$ cat src/rtl/i2c_target_regs.sv
// rtl/i2c_target_regs.sv - I2C target bridging host transfers onto a simple register bus
// Optional SCL/SDA glitch filter enabled by defining I2C_GLITCH_FILTER_EN.
module i2c_target_regs #(
    parameter logic [6:0] DEV_ADDR    = 7'h3C,
    parameter int         SYNC_STAGES = 2,
    parameter int         FILT_LEN    = 3
) (
    input  logic       clk_i,
    input  logic       reset_i,
    input  logic       scl_i,
    input  logic       sda_i,
    output logic       sda_oe_o,
    output logic [7:0] reg_addr_o,
    output logic [7:0] reg_wdata_o,
    output logic       reg_wr_o,
    output logic       reg_rd_o,
    input  logic [7:0] reg_rdata_i,
    output logic       busy_o
);

    localparam int NSYNC = (SYNC_STAGES < 2) ? 2 : SYNC_STAGES;

`ifdef I2C_GLITCH_FILTER_EN
    localparam int FILT_DEPTH = FILT_LEN;
`else
    localparam int FILT_DEPTH = 0 * FILT_LEN;
`endif

    localparam logic [3:0] ST_IDLE     = 4'd0;
    localparam logic [3:0] ST_ADDR     = 4'd1;
    localparam logic [3:0] ST_ADDR_ACK = 4'd2;
    localparam logic [3:0] ST_WR_PTR   = 4'd3;
    localparam logic [3:0] ST_PTR_ACK  = 4'd4;
    localparam logic [3:0] ST_WR_DATA  = 4'd5;
    localparam logic [3:0] ST_DATA_ACK = 4'd6;
    localparam logic [3:0] ST_RD_DATA  = 4'd7;
    localparam logic [3:0] ST_RD_ACK   = 4'd8;
    localparam logic [3:0] ST_IGNORE   = 4'd9;

    // Synchronizers reset to the idle-bus level so reset release creates no edges
    logic [NSYNC-1:0] scl_sync_q, scl_sync_d, sda_sync_q, sda_sync_d;
    logic             scl_s, sda_s;

    always_comb begin
        scl_sync_d = {scl_sync_q[NSYNC-2:0], scl_i};
        sda_sync_d = {sda_sync_q[NSYNC-2:0], sda_i};
    end

    always_ff @(posedge clk_i or posedge reset_i) begin
        if (reset_i) begin
            scl_sync_q <= '1;
            sda_sync_q <= '1;
        end else begin
            scl_sync_q <= scl_sync_d;
            sda_sync_q <= sda_sync_d;
        end
    end

    generate
        if (FILT_DEPTH > 0) begin : g_filt
            localparam int            CW      = $clog2(FILT_DEPTH + 1);
            localparam logic [CW-1:0] CNT_MAX = CW'(FILT_DEPTH - 1);
            logic          scl_f_q, scl_f_d, sda_f_q, sda_f_d;
            logic [CW-1:0] scl_cnt_q, scl_cnt_d, sda_cnt_q, sda_cnt_d;

            // Output follows the input only after FILT_DEPTH consecutive differing samples
            always_comb begin
                scl_f_d   = scl_f_q;
                scl_cnt_d = '0;
                sda_f_d   = sda_f_q;
                sda_cnt_d = '0;
                if (scl_sync_q[NSYNC-1] != scl_f_q) begin
                    if (scl_cnt_q == CNT_MAX) scl_f_d = scl_sync_q[NSYNC-1];
                    else                      scl_cnt_d = scl_cnt_q + 1'b1;
                end
                if (sda_sync_q[NSYNC-1] != sda_f_q) begin
                    if (sda_cnt_q == CNT_MAX) sda_f_d = sda_sync_q[NSYNC-1];
                    else                      sda_cnt_d = sda_cnt_q + 1'b1;
                end
            end

            always_ff @(posedge clk_i or posedge reset_i) begin
                if (reset_i) begin
                    scl_f_q   <= 1'b1;
                    sda_f_q   <= 1'b1;
                    scl_cnt_q <= '0;
                    sda_cnt_q <= '0;
                end else begin
                    scl_f_q   <= scl_f_d;
                    sda_f_q   <= sda_f_d;
                    scl_cnt_q <= scl_cnt_d;
                    sda_cnt_q <= sda_cnt_d;
                end
            end

            assign scl_s = scl_f_q;
            assign sda_s = sda_f_q;
        end else begin : g_nofilt
            assign scl_s = scl_sync_q[NSYNC-1];
            assign sda_s = sda_sync_q[NSYNC-1];
        end
    endgenerate

    logic       scl_prev_q, scl_prev_d, sda_prev_q, sda_prev_d;
    logic       start_det, stop_det, scl_rise, scl_fall;
    logic [3:0] state_q, state_d, bit_cnt_q, bit_cnt_d;
    logic [7:0] shift_q, shift_d, ptr_q, ptr_d, wdata_q, wdata_d;
    logic       wr_q, wr_d, rd_q, rd_d, rd_dly_q, rd_dly_d;
    logic       sda_oe_q, sda_oe_d, busy_q, busy_d, mack_q, mack_d;

    always_comb begin
        scl_prev_d = scl_s;
        sda_prev_d = sda_s;
        start_det  = scl_s & scl_prev_q & sda_prev_q & ~sda_s;
        stop_det   = scl_s & scl_prev_q & ~sda_prev_q & sda_s;
        scl_rise   = scl_s & ~scl_prev_q;
        scl_fall   = ~scl_s & scl_prev_q;
    end

    always_comb begin
        state_d   = state_q;
        bit_cnt_d = bit_cnt_q;
        shift_d   = shift_q;
        ptr_d     = ptr_q;
        wdata_d   = wdata_q;
        wr_d      = 1'b0;
        rd_d      = 1'b0;
        rd_dly_d  = rd_q;
        sda_oe_d  = sda_oe_q;
        busy_d    = busy_q;
        mack_d    = mack_q;

        // Pointer advances the cycle after a strobe so reg_addr_o is stable during it
        if (wr_q || rd_dly_q) ptr_d = ptr_q + 8'd1;
        if (rd_dly_q) begin
            shift_d  = reg_rdata_i;
            sda_oe_d = ~reg_rdata_i[7];
        end

        if (start_det) begin
            state_d   = ST_ADDR;
            bit_cnt_d = 4'd0;
            sda_oe_d  = 1'b0;
        end else if (stop_det) begin
            state_d  = ST_IDLE;
            sda_oe_d = 1'b0;
            busy_d   = 1'b0;
        end else begin
            case (state_q)
                ST_ADDR, ST_WR_PTR, ST_WR_DATA: begin
                    if (scl_rise) begin
                        shift_d   = {shift_q[6:0], sda_s};
                        bit_cnt_d = bit_cnt_q + 4'd1;
                    end else if (scl_fall && bit_cnt_q == 4'd8) begin
                        sda_oe_d = 1'b1;
                        if (state_q == ST_ADDR) begin
                            if (shift_q[7:1] == DEV_ADDR) begin
                                state_d = ST_ADDR_ACK;
                                busy_d  = 1'b1;
                            end else begin
                                state_d  = ST_IGNORE;
                                sda_oe_d = 1'b0;
                                busy_d   = 1'b0;
                            end
                        end else if (state_q == ST_WR_PTR) begin
                            state_d = ST_PTR_ACK;
                            ptr_d   = shift_q;
                        end else begin
                            state_d = ST_DATA_ACK;
                            wr_d    = 1'b1;
                            wdata_d = shift_q;
                        end
                    end
                end
                ST_ADDR_ACK: begin
                    if (scl_fall) begin
                        sda_oe_d  = 1'b0;
                        bit_cnt_d = 4'd0;
                        if (shift_q[0]) begin
                            state_d = ST_RD_DATA;
                            rd_d    = 1'b1;
                        end else begin
                            state_d = ST_WR_PTR;
                        end
                    end
                end
                ST_PTR_ACK, ST_DATA_ACK: begin
                    if (scl_fall) begin
                        state_d   = ST_WR_DATA;
                        sda_oe_d  = 1'b0;
                        bit_cnt_d = 4'd0;
                    end
                end
                ST_RD_DATA: begin
                    if (scl_rise) begin
                        bit_cnt_d = bit_cnt_q + 4'd1;
                    end else if (scl_fall && bit_cnt_q == 4'd8) begin
                        state_d  = ST_RD_ACK;
                        sda_oe_d = 1'b0;
                    end else if (scl_fall && bit_cnt_q != 4'd0) begin
                        shift_d  = {shift_q[6:0], 1'b0};
                        sda_oe_d = ~shift_q[6];
                    end
                end
                ST_RD_ACK: begin
                    if (scl_rise) begin
                        mack_d = ~sda_s;
                    end else if (scl_fall) begin
                        bit_cnt_d = 4'd0;
                        if (mack_q) begin
                            state_d = ST_RD_DATA;
                            rd_d    = 1'b1;
                        end else begin
                            state_d  = ST_IGNORE;
                            sda_oe_d = 1'b0;
                            busy_d   = 1'b0;
                        end
                    end
                end
                ST_IDLE, ST_IGNORE: begin
                end
                default: state_d = ST_IDLE;
            endcase
        end
    end

    always_ff @(posedge clk_i or posedge reset_i) begin
        if (reset_i) begin
            scl_prev_q <= 1'b1;
            sda_prev_q <= 1'b1;
            state_q    <= ST_IDLE;
            bit_cnt_q  <= 4'd0;
            shift_q    <= 8'h00;
            ptr_q      <= 8'h00;
            wdata_q    <= 8'h00;
            wr_q       <= 1'b0;
            rd_q       <= 1'b0;
            rd_dly_q   <= 1'b0;
            sda_oe_q   <= 1'b0;
            busy_q     <= 1'b0;
            mack_q     <= 1'b0;
        end else begin
            scl_prev_q <= scl_prev_d;
            sda_prev_q <= sda_prev_d;
            state_q    <= state_d;
            bit_cnt_q  <= bit_cnt_d;
            shift_q    <= shift_d;
            ptr_q      <= ptr_d;
            wdata_q    <= wdata_d;
            wr_q       <= wr_d;
            rd_q       <= rd_d;
            rd_dly_q   <= rd_dly_d;
            sda_oe_q   <= sda_oe_d;
            busy_q     <= busy_d;
            mack_q     <= mack_d;
        end
    end

    assign sda_oe_o    = sda_oe_q;
    assign reg_addr_o  = ptr_q;
    assign reg_wdata_o = wdata_q;
    assign reg_wr_o    = wr_q;
    assign reg_rd_o    = rd_q;
    assign busy_o      = busy_q;

endmodule

$ cat config.mk
export PLATFORM = sky130hd
export DESIGN_NAME = i2c_target_regs
export DESIGN_NICKNAME = d
export VERILOG_FILES = /design/src/rtl/i2c_target_regs.sv
export SDC_FILE = /design/constraint.sdc
export NUM_CORES = 1
export LEC_CHECK = 0
export CORE_MARGIN = 3
export CORE_UTILIZATION = 61
export CTS_BUF_LIST = sky130_fd_sc_hd__clkbuf_4 sky130_fd_sc_hd__clkbuf_8
export CTS_CLUSTER_DIAMETER = 80
export DETAILED_ROUTE_END_ITERATION = 10
export GPL_TIMING_DRIVEN = 0
export PLACE_DENSITY_LB_ADDON = 0.1
export SYNTH_ARGS = -nofsm -noshare
export SYNTH_HDL_FRONTEND = slang
export SYNTH_SLANG_ARGS = --single-unit
export TNS_END_PERCENT = 100
$ cat constraint.sdc
create_clock -name clk_i -period 3.4 [get_ports clk_i]
set_input_delay 1.02 -clock clk_i [delete_from_list [all_inputs] [get_ports clk_i]]
set_output_delay 1.02 -clock clk_i [all_outputs]
set_load 0.02 [all_outputs]
# ---- After elaboration in Yosys (flattened, before gate mapping)
# Cells that the tools add are included.
dict set report totals {
  register_bits 44
}
dict set report op_classes {
  muxes 76
  reduce_logical 17
  bitwise_logic 18
  add_sub_neg 2
  eq_ne 29
}
# operator count
set ops {}
lappend ops {{$mux 8} 15}
lappend ops {{$mux 4} 18}
lappend ops {{$mux 1} 35}
lappend ops {{$ne 4x4->1 const B} 8}
lappend ops {{$ne 3x3->1 const B} 8}
lappend ops {{$pmux 4 s6} 1}
lappend ops {{$eq 4x3->1 const B} 4}
lappend ops {{$pmux 8 s2} 1}
lappend ops {{$eq 4x4->1 const B} 3}
lappend ops {{$pmux 4 s3} 1}
lappend ops {{$not 1->1} 11}
lappend ops {{$reduce_and 9->1} 1}
lappend ops {{$add 8x1->8 const B} 1}
lappend ops {{$eq 4x2->1 const B} 2}
lappend ops {{$reduce_and 4->1} 2}
lappend ops {{$reduce_and 8->1} 1}
lappend ops {{$reduce_bool 4->1} 2}
lappend ops {{$and 1x1->1} 7}
lappend ops {{$eq 7x6->1 const B} 1}
lappend ops {{$reduce_and 7->1} 1}
lappend ops {{$reduce_or 3->1} 2}
lappend ops {{$add 4x1->4 const B} 1}
lappend ops {{$eq 4x1->1 const B} 1}
lappend ops {{$logic_not 4->1} 1}
lappend ops {{11 further kinds} 14}

# ---- Longest topological paths before layout
# Gate-level depths: netlist of the first run.
dict set report depth {
  depth_word 9
  depth_mapped 8
  mapped_depth_nobuf 7
}

# ---- Worst setup path after synthesis of the first run
# OpenSTA, ideal clock, no wires.
dict set report synth_path {
  kind {register to register}
  startpoint {register bit_cnt_q[0]}
  endpoint {register wdata_q[0] (netlist: reg_wdata_o[0])}
  arrival_ps 1540
  t_required_ps 3275
  slack_ps 1735
  n_path_buf 0
  stages_incl_launch_ff 7
  setup_time_ps 125
  cell_sequence {dfrtp_1 > inv_1 > ha_1 > nand3b_1 > nor3_4 > nand3b_2 > mux2_2}
}
dict set report synth_between {
  elab_chain_cells 3
}
# element line_no
set synth_rtl {}
lappend synth_rtl {{start, declared} 106} ;# logic [3:0] state_q, state_d, bit_cnt_q, bit_cnt_d;
lappend synth_rtl {{start signal, assigned} 246} ;# bit_cnt_q <= bit_cnt_d;
lappend synth_rtl {{$eq 4x4->1} 154} ;# end else if (scl_fall && bit_cnt_q == 4'd8) begin
lappend synth_rtl {{$logic_and 1x1->1} 154}
lappend synth_rtl {{$reduce_and 7->1 (no line)} n/a}
lappend synth_rtl {{end signal, assigned} 249} ;# wdata_q <= wdata_d;
lappend synth_rtl {{end, declared} 107} ;# logic [7:0] shift_q, shift_d, ptr_q, ptr_d, wdata_q, wdata_d;
# Every way passes these cells.
# A chain may end at the register's enable or synchronous reset.

# ---- Worst setup path in the final report of the first run
dict set report layout_path {
  startpoint {register wr_q (netlist: reg_wr_o)}
  endpoint {output reg_wr_o}
}
# element line_no
set layout_rtl {}
lappend layout_rtl {{start, declared} 108} ;# logic wr_q, wr_d, rd_q, rd_d, rd_dly_q, rd_dly_d;
lappend layout_rtl {{start signal, assigned} 250} ;# wr_q <= wr_d;
lappend layout_rtl {{end, declared} 15} ;# output logic reg_wr_o,
# No word-level cell between the ends.

==> metrics.md, run 1 <==
| Metric | Value |
|---|---|
| Die height | `66.9 um` |
| CP Data Arrival Time | `1.34 ns` |
| Routed WL | `4720 um` |
| Async SR Flop Fraction | `100%` |
| Shortest period the worst path allows | `2.36 ns` |
| Clk_lat worst skew | `0.30 ns` |
| RSZ-0062 raised after global routing | `no` |
| Synthesized cell area | `0.00226 sq mm` |
| Fmax | `424 MHz` |
| Ant diodes | `0` |
| Cells after synthesis | `222` |
| Slowest-stage cell, CP | `clkdlybuf4s50_1` |
| All-Layer GR Usage | `23.7%` |
| Number of buffers added for setup after CTS | `0` |
| Reg-to-reg endpoint | `reg_wdata_o[5]` |
| Main synth FF type | `dfrtp_1` |
| Placer Congestion | `0.879` |
| Post-DR wirelength/cell | `15.4 um` |
| Ports | `32` |
| Startpoint Class | `flop` |
| Synth cell types | `45` |
| Final design utilization | `79.7%` |
| Placed inst area | `0.00263 sq mm` |
| YS warnings | `0` |
| Hold WC Path Type | `flop to flop` |
| Critical Path RT | `2.38 ns` |
| Number of nets in the layout | `275` |
| Dpl hpwl | `3360 um` |
| Number of enable flip-flop cells after synthesis | `0` |
| R2R cell count | `6` |
| Clock root cell | `clkbuf_8` |
| Pwr Density | `480 mW/mm^2` |
| R2R Setup Slk | `1.47 ns` |
| Share of the synthesized area in the top cell type | `42.0%` |
| CP peak stage delay | `0.63 ns` |
| Reg clk slew, reported paths | `0.08 ns` |
| Critical path's top delay family | `buffers and inverters` |
| Die Wd | `66.9 um` |
| Worst r2r src | `bit_cnt_q[0]` |
| Clock skew | `0.00474 ns` |
| Post-route ant nets | `0` |
| Sequential share of the synthesized area | `49.0%` |
| IO buf count | `31` |
| Worst Path Max Fanout | `5` |
| TNS Setup | `0 ns` |
| Initial antenna violation count | `0` |
| Final setup vio count | `0` |
| Cell taking the most area after synthesis | `dfrtp_1` |
| Maximum vdd drop | `373 uV` |
| CP cell instances | `clkdlybuf4s50_1` |
| Num CTS Buffers | `5` |
| Critical path buffers and inverters | `1` |
| Min-Delay Startpoint | `sda_sync_q[0]` |
| Slew margin rel. | `41.6%` |
| Total clock sinks | `44` |
| Cts repair resizes | `0` |
| Max Cap Viol | `0` |
| Largest net degree at the start of global routing | `45` |
| Mapped Nets | `237` |
| Area Overhead vs Synth | `21.2%` |
| Kind of critical path | `flop to primary output` |
| Grt total ovfl | `0` |
| H-tree levels | `2` |
| DR vias/cell | `5.86` |
| Synth Area per Inst | `10.2 sq um` |
| Global-route wire length before repair | `8010 um` |
| Fin. max-slew vios | `0` |
| Hold Path Stages | `0` |
| Initial Util | `65.8%` |
| Leak pwr | `1.18 nW` |
| Via count | `1,798` |
| CTS tree | `built` |
| Core area | `0.00344 sq mm` |
| Dominant cells by area after synthesis | `dfrtp_1 42%, dfstp_2 7.0%, mux2i_1 4.9%, mux2_2 4.0%, nand2_1 3.5%` |
| DRT iter0 DRCs | `159` |
| Layout cells sized above 1 | `14.6%` |
| DRC viols | `0` |
| Status | `complete, no violations` |
| Die area | `0.00448 sq mm` |
| DRT Pass-1 Iters | `4` |
| Post-CTS Hold Buffers | `0` |
| Final hold vios | `0` |
| Final Instance Area | `0.00274 sq mm` |
| Clock tree buffer depth | `2` |
| #FFs+latches synth | `44` |
| Worst Hold End | `sda_sync_q[1]` |
| Std cell rows | `21` |
| Final period util | `69.4%` |
| Critical Path Sink Type | `primary output` |
| Worst-Margin Slew | `0.875 ns` |
| Vias in the first global route | `1,707` |
-- stage by stage --
step	hold WS, ns	cells	power [mW]	worst slack [ns]
global placement	0.346	299	0.917	0.488
CTS	0.366	307	1.32	1.04
global route	0.367	307	1.39	0.973
floorplan	0.345	222	0.839	1.36
detailed placement	0.353	299	0.926	1.18
finish	0.362	307	1.32	1.04
-- flip-flops by register name, summed over array words and instances, names as in the netlist --
name and flops:
bit_cnt_q 4, busy_o 1, mack_q 1, rd_dly_q 1
reg_addr_o 8, reg_rd_o 1, reg_wdata_o 8, reg_wr_o 1
scl_prev_q 1, scl_sync_q 2, sda_oe_o 1, sda_prev_q 1
sda_sync_q 2, shift_q 8, state_q 4
-- cells in the final DEF (no fill, tap or decap), types with 3 or more instances in the layout --
master / count
nor2_1: 21
a31oi_1: 3
a21oi_1: 14
dfstp_2: 6
clkbuf_8: 5
clkdlybuf4s50_1: 31
buf_2: 5
nand2b_1: 6
ha_1: 3
mux2_2: 8
nor3_1: 7
xor2_1: 5
nor2b_1: 6
o21ai_0: 13
inv_1: 6
dfrtp_1: 38
mux2i_1: 11
nand2_1: 21
clkbuf_1: 4
nand3_1: 6
a22o_1: 3
-- worst max-delay path by stage --
stage | end | start | cells past startpoint
5_1_grt | reg_wr_o | reg_wr_o | 1
4_1_cts | reg_wr_o | reg_wr_o | 1
3_3_place_gp | state_q[0] | reset_i | 2
6_report | reg_wr_o | reg_wr_o | 1
3_5_place_dp | sda_oe_o | reg_rdata_i[7] | 5
2_1_floorplan | bit_cnt_q[0] | reset_i | 1
-- routing by layer --
metal	routed length [um]	up-vias	global-route usage [%]
li1	-	868	-
met1	2170	852	33.8
met2	2170	72	36.0
met3	324	6	6.07
met4	50	0	6.08
met5	0	-	0
-- Yosys cell counts (all sizes together) (2+ instances only) --
master,n
a22o,3
ha,3
o2111ai,2
inv,7
nor2,21
mux2,8
a211o,2
o221ai,2
clkbuf,4
a31oi,3
nand3,6
nor2b,6
nor3,8
dfstp,6
a21oi,14
nand2b,6
xor2,5
o311ai,2
o21ai,13
buf,6
or2,2
mux2i,11
o31ai,2
xnor2,2
nand2,21
nor4b,3
nand3b,3
dfrtp,38
-- where the power goes --
part | internal [mW] | switching [mW]
combinational | 0.105 | 0.127
sequential | 0.594 | 0.0986
clock | 0.217 | 0.175
-- cell families (layout without fill, tap and decap cells) --
family          Yosys count  in the layout  synth area share, %
simple gates             82             82                 19.4
compound gates           50             50                 15.1
flops                    44             44                 49.0
mux                      19             19                 8.84
buf+inv                  17             56                 3.26
xor+xnor                  7              7                 2.71
fa+ha+maj                 3              3                 1.66
-- cell type report --
type / instances / area [sq um]
plain buffers: 10 / 47.5
repair buffers: 31 / 310
fillers: 245 / 698
clock buffers: 5 / 68.8
clock inverters: 3 / 42.5
flip-flops and latches: 44 / 1110
well taps: 46 / 57.6
inverters: 7 / 26.3
multi-input cells: 161 / 1080
Note: power is estimated with default switching activity, not from simulation.
==> run 2: changes to the inputs <==
--- a/config.mk
+++ b/config.mk
@@ -6,7 +6,7 @@
 export NUM_CORES = 1
 export LEC_CHECK = 0
 export CORE_MARGIN = 3
-export CORE_UTILIZATION = 61
+export CORE_UTILIZATION = 51
 export CTS_BUF_LIST = sky130_fd_sc_hd__clkbuf_4 sky130_fd_sc_hd__clkbuf_8
 export CTS_CLUSTER_DIAMETER = 80
 export DETAILED_ROUTE_END_ITERATION = 10
==> constraint.sdc (replaced) <==
create_clock -name clk_i -period 1.9 [get_ports clk_i]
set_input_delay 0.57 -clock clk_i [delete_from_list [all_inputs] [get_ports clk_i]]
set_output_delay 0.57 -clock clk_i [all_outputs]
set_load 0.02 [all_outputs]
==> run 2 against run 1 <==
Against the previous run:
- wire length up 3.2%
- utilization down 9.5 points
- power up 75%
- die area up 18%
- register-to-register slack worse by 1.4 ns
- flip-flop and latch count unchanged
- non-clock buffer count up 6
- global-route usage down 4.8 points
- combinational power up 99%
- highest routed layer unchanged
- largest cell class is now multi-input gates
- sequential share of layout area down 2.3 points
==> metrics.md, run 2 (synthesis gave the netlist of run 1 again) <==
| Metric | Value |
|---|---|
| Initial Util | `54.6% (-11 points)` |
| Hold WS | `0.361 ns (-0.00155 ns)` |
| Total clock sinks | `44 (unchanged)` |
| Core area | `0.00414 sq mm (+20%)` |
| Dpl hpwl | `3440 um (+2.4%)` |
| Clock root cell | `clkbuf_8` |
| DRC viols | `0 (unchanged)` |
| GR Util met3 | `4.55% (-1.5 points)` |
| R2R Setup Slk | `0.10 ns (-1.37 ns)` |
| Fin. max-slew vios | `0 (unchanged)` |
| Reg-to-reg endpoint | `reg_wdata_o[3]` |
| Most frequent cells in the layout | `37 x dfrtp_1, 24 x clkdlybuf4s50_1, 21 x nand2_1, 21 x nor2_1, 14 x a21oi_1` |
| Startpoint Class | `flop` |
| Met1 Use GR | `28.9% (-4.9 points)` |
| Final design utilization | `70.2% (-9.5 points)` |
| Maximum vdd drop | `578 uV (+55%)` |
| Num CTS Buffers | `5 (unchanged)` |
| Pre-CTS setup slack | `-0.0532 ns (-1.23 ns)` |
| H-tree levels | `2 (unchanged)` |
| Pwr Density | `792 mW/mm^2 (+65%)` |
| Number of nets in the layout | `282 (+2.5%)` |
| Slew margin rel. | `59.3% (+18 points)` |
| Area Overhead vs Synth | `28.5%` |
| Critical Path RT | `1.33 ns (-1.05 ns)` |
| Via count | `1,809 (+0.61%)` |
| Dpl cells | `304 (+1.7%)` |
| Post-Layout Cell Count | `318 (+3.6%)` |
| Most common cell after layout, fill and taps aside | `dfrtp_1` |
| DRT iter0 DRCs | `111 (-30%)` |
| Fill count | `328 (+34%)` |
| Std cell rows | `23 (+9.5%)` |
| Global-route wire length before repair | `7810 um (-2.5%)` |
| Hold WC Path Type | `flop to flop` |
| Final hold vios | `0 (unchanged)` |
| DR vias/cell | `5.69 (-2.9%)` |
| Grt total ovfl | `0 (unchanged)` |
| Leak pwr | `1.45 nW (+23%)` |
| Post-route setup slack | `0.0444 ns (-0.996 ns)` |
| Post-route ant nets | `0 (unchanged)` |
| Hold Path Stages | `0 (unchanged)` |
| All-Layer GR Usage | `18.9% (-4.8 points)` |
| Largest net degree at the start of global routing | `27 (-40%)` |
| DRT Pass-1 Iters | `4 (unchanged)` |
| Die area | `0.00528 sq mm (+18%)` |
| Ant diodes | `0 (unchanged)` |
| Layout cells sized above 1 | `20.9% (+6.3 points)` |
| Worst r2r src | `bit_cnt_q[0]` |
| Die height | `72.6 um (+8.5%)` |
| Slowest-stage cell, CP | `clkdlybuf4s50_1` |
| Critical path's top delay family | `buffers and inverters` |
| Vias in the first global route | `1,654 (-3.1%)` |
| Critical Path Sink Type | `primary output` |
| Clk_lat worst skew | `0.28 ns (-0.02 ns)` |
| IO buf count | `31 (unchanged)` |
| Clock tree buffer depth | `2 (unchanged)` |
| Worst Hold End | `sda_sync_q[1]` |
| Min-Delay Startpoint | `sda_sync_q[0]` |
| Overall Power | `2.30 mW (+75%)` |
| CP Data Arrival Time | `1.29 ns (-0.05 ns)` |
| CTS tree | `built` |
| Ports | `32 (unchanged)` |
| Final period util | `97.7%` |
| Fmax | `539 MHz` |
| Critical path buffers and inverters | `1 (unchanged)` |
| Clock skew | `0.00425 ns (-0.000488 ns)` |
| Status | `complete, no violations` |
| Post-DR wirelength/cell | `15.3 um (-0.37%)` |
| Reg clk slew, reported paths | `0.08 ns (about the same)` |
| Routed WL | `4870 um (+3.2%)` |
| Busiest grt layer | `met1` |
| Worst-Margin Slew | `0.610 ns (-0.264 ns)` |
| Placer Congestion | `0.907 (+3.2%)` |
| Post-CTS Hold Buffers | `0 (unchanged)` |
| Initial antenna violation count | `0 (unchanged)` |
| Max Cap Viol | `0 (unchanged)` |
| RSZ-0062 raised after global routing | `yes` |
| Kind of critical path | `flop to primary output` |
| CP cell instances | `clkdlybuf4s50_1` |
| R2R cell count | `7 (+1)` |
| Final setup vio count | `0 (unchanged)` |
| Worst Path Max Fanout | `3 (-2)` |
| M2 GR Usage | `27.7% (-8.4 points)` |
| Die Wd | `72.6 um (+8.5%)` |
| CP peak stage delay | `0.62 ns (about the same)` |
| Shortest period the worst path allows | `1.86 ns` |
-- run 2: through the flow --
step                instance area (sq um)  TNS (ns)
floorplan                            2260         0
detailed placement                   2660    -0.353
CTS                                  2790  -0.00666
global placement                     2640    -23.61
global route                         2910   -0.0248
finish                               2910         0
-- run 2: what timing repair did --
item	CTS	global route
resized for setup	5	22
pin swaps	0	4
gates cloned	0	1
endpoints found under the setup margin	13	34
setup buffers	0	6
-- run 2: worst max-delay path by stage --
| stage | slack (ns) | depth (start not counted) | endpoint | start |
|---|---|---|---|---|
| floorplan | 0.24 | 6 | reg_wdata_o[0] | bit_cnt_q[0] |
| global placement | -0.58 | 2 | state_q[1] | reset_i |
| detailed placement | -0.05 | 6 | reg_wdata_o[3] | bit_cnt_q[0] |
| CTS | -0.007 | 6 | reg_wdata_o[3] | bit_cnt_q[0] |
| global route | -0.02 | 9 | busy_o | bit_cnt_q[0] |
| finish | 0.04 | 1 | reg_addr_o[6] | reg_addr_o[6] |
-- run 2: worst reg2reg max path: stages (launching register included) --
cell	delay, ns
dfrtp_1	0.43
inv_2	0.08
ha_4	0.13
nand3b_1	0.15
nor3_4	0.30
buf_6	0.17
nand3b_4	0.13
mux2_2	0.31
-- run 2: final cells by class --
cell class | instances | area, sq um | area share (%)
inverter | 7 | 26.3 | 0.903
buffer | 9 | 47.5 | 1.63
clock inverter | 2 | 15.0 | 0.516
multi-input combinational | 162 | 1170 | 40.3
clock buffer | 6 | 82.6 | 2.84
timing repair buffer | 38 | 393 | 13.5
tap | 50 | 62.6 | 2.15
sequential | 44 | 1110 | 38.1
-- run 2: where the power goes --
part           leakage, nW  internal (mW)  total, mW  switching (mW)
Combinational        0.835          0.218      0.460           0.242
Sequential           0.572           1.06       1.24           0.180
Clock               0.0434          0.294      0.601           0.307
-- run 2: routing by layer --
metal | share of wire (%) | vias to the layer above
met5 | 0 | -
met3 | 4.4 | 2
li1 | - | 890
met4 | 0.55 | 0
met2 | 46 | 38
met1 | 49 | 879
==> run 3: changes to the inputs <==
--- a/config.mk
+++ b/config.mk
@@ -11,6 +11,7 @@
 export CTS_CLUSTER_DIAMETER = 80
 export DETAILED_ROUTE_END_ITERATION = 10
 export GPL_TIMING_DRIVEN = 0
+export HOLD_SLACK_MARGIN = 0.05
 export PLACE_DENSITY_LB_ADDON = 0.1
 export SYNTH_ARGS = -nofsm -noshare
 export SYNTH_HDL_FRONTEND = slang
==> results of run 3 <==
Same layout as run 2: the final DEF is identical, and so are final timing and power.
==> RTL change: new RTL, settings of run 2 <==
Register the output `reg_addr_o` once more, cleared by the reset; this adds one clock of latency there. The other outputs are not delayed to match. Comments in the files are not updated.
--- a/src/rtl/i2c_target_regs.sv
+++ b/src/rtl/i2c_target_regs.sv
@@ -257,7 +257,13 @@
     end
 
     assign sda_oe_o    = sda_oe_q;
-    assign reg_addr_o  = ptr_q;
+    always_ff @(posedge clk_i or posedge reset_i) begin
+        if (reset_i) begin
+            reg_addr_o <= '0;
+        end else begin
+            reg_addr_o <= ptr_q;
+        end
+    end
     assign reg_wdata_o = wdata_q;
     assign reg_wr_o    = wr_q;
     assign reg_rd_o    = rd_q;
Function: no difference found for any inputs over 10 cycles, from zero or initial values and one cycle with reset_i high; that may be too few to reach the edited logic, so the function may still have changed.
==> RTL change against run 2 <==
- non-clock buffer count up 4
- design area up 5.8%
- sequential cell count up 8
- synthesized area up 8.2%
- synthesized cell count up 5.4%
- routed wire length up 4.7%
- worst hold slack worse by 0.73 ps
- setup slack worse by 1.6 ps
- first-iteration DRC count down 16%
- clock skew up 5.1 ps
Power is not compared: it rests on default switching activity, and its combinational part moved more than twofold at a synthesized area within 25%.
==> RTL change: results (changes against run 2) <==
The flow ran to the end, and the final reports show no timing, DRC or antenna violations. The number of port buffers is 31 (unchanged). The final layout net count is 298 (+5.7%), and the number of distinct library cells after synthesis is 50 (+11%).

The global-route track usage on met2 was 28.1% (+0.44 points). In this run the static leakage power is 1.34 nW. The tools report the sequential cell area fraction in the yosys report as 53.4% (+4.5 points).

The number of cells in the finished layout apart from fillers came out at 336 (+5.7%). The number of buffers other than clock buffers in the final layout is 51 (+8.5%), and the mean routed wirelength per cell is 15.2 um (-0.89%). The total half-perimeter wirelength after legalization and detailed placement is 3560 um (+3.5%). Critical-path maximum fanout: 2 (-1). The global-route wire length before repair is 8290 um (+6.2%), and the met2 wire length is 2300 um (+3.2%). The tools report the iteration-0 DRC count of the detailed router as 93 (-16%).

Sequential portion of the cell area: 42.5% (+4.4 points). The synthesis-stage register bit count was 52 (+18%); the global-route met3 utilization was 4.35% (-0.19 points). The post-synthesis cell count is 234 (+5.4%), and the maximum clock skew at final layout is 9.38 ps (+5.13 ps). The run gives 1140 sq um (-3.2%) as the area taken by multi-input logic gates. For the pin count of the biggest net entering global routing, the log shows 36 (+33%).

The tools report the weighted congestion reported at the end of routability-driven placement as 0.886 (-2.3%). The per-instance average area after synthesis was 10.5 sq um (+2.6%). The most used flip-flop cell after synthesis is sky130_fd_sc_hd__dfrtp_1.

The tools report the multi-input combinational cell count as 169 (+4.3%). By area the synthesized netlist is led by sky130_fd_sc_hd__dfrtp_1 (47%), sky130_fd_sc_hd__dfstp_2 (6.4%), sky130_fd_sc_hd__a21oi_1 (4.9%). The setup slack at placement was -38.1 ps (+15.1 ps); the final cell utilization of the core was 68.4% (-1.8 points). The commonest cells after synthesis are sky130_fd_sc_hd__dfrtp_1 (46), sky130_fd_sc_hd__nor2_1 (29), sky130_fd_sc_hd__a21oi_1 (24), sky130_fd_sc_hd__nand2_1 (13), sky130_fd_sc_hd__mux2i_1 (10). The worst slew slack as a fraction of its limit was 55.6% (-3.7 points). The post-detailed-placement cell area was 2850 sq um (+7.1%).

The number of global-route vias before repair was 1,678 (+1.5%); the synthesized netlist net count was 249 (+5.1%). The area share of buffers outside the clock network works out to 14.9% (-0.23 points). The global-route total usage across every layer is 19.2% (+0.23 points), and the number of inverters outside the clock class in the layout is 4 (-3). The post-CTS clock slew at the launch and capture registers of the worst setup and hold paths works out to 100 ps (+20 ps). The run gives 349 (+6.4%) as the count of fill cells added during filler insertion. The fraction of final layout cells with drive strength greater than 1 was 19.4% (-1.5 points). The fraction of area in clock buffers and inverters came out at 3.13% (-0.23 points).

The tools report the placed cell count as 318 (+4.6%).
[RTL change: cell count changes after synthesis, moves of 3 or more]
cell,delta
sky130_fd_sc_hd__a21oi_1,+10
sky130_fd_sc_hd__dfrtp_1,+8
sky130_fd_sc_hd__inv_1,-3
sky130_fd_sc_hd__o21ai_0,-5
sky130_fd_sc_hd__o21ai_1,+3
sky130_fd_sc_hd__a22o_1,-3
sky130_fd_sc_hd__nor2_1,+8
sky130_fd_sc_hd__nand2_1,-8
[RTL change: timing repair]
| item | CTS | global route |
|---|---|---|
| endpoints found under the hold margin | 0 | 0 |
| setup buffers | 0 | 11 |
| pin swaps | 0 | 6 |
| endpoints found under the setup margin | 4 | 18 |
| gates resized for setup | 3 | 16 |
[RTL change: report_power, final]
part / internal (mW) / switching [mW]
Clock: 0.298 / 0.353
Sequential: 1.32 / 0.244
Combinational: 0.595 / 0.716
Total: 2.21 / 1.31
[RTL change: cells by family (layout without fill, tap and decap cells)]
| family | count (synthesis) | in the layout | synth area share, % |
|---|---|---|---|
| compound gates | 55 | 55 | 13.7 |
| xor+xnor | 8 | 8 | 2.86 |
| fa+ha+maj | 3 | 3 | 1.53 |
| buf+inv | 13 | 63 | 2.35 |
| flops | 52 | 52 | 53.4 |
| mux | 19 | 19 | 8.22 |
| simple gates | 84 | 84 | 17.9 |
[RTL change: final timing paths]
check,slack (ps),to,depth (start not counted),start
setup reg to reg,80,reg_wdata_o[7],6,state_q[3]
hold / removal,360,sda_sync_q[1],0,sda_sync_q[0]
hold reg to reg,360,sda_sync_q[1],0,sda_sync_q[0]
min in group asynchronous,570,reg_wdata_o[1],2,reset_i
max in group asynchronous,820,shift_q[0],3,reset_i
setup / recovery,40,sda_oe_o,1,sda_oe_o
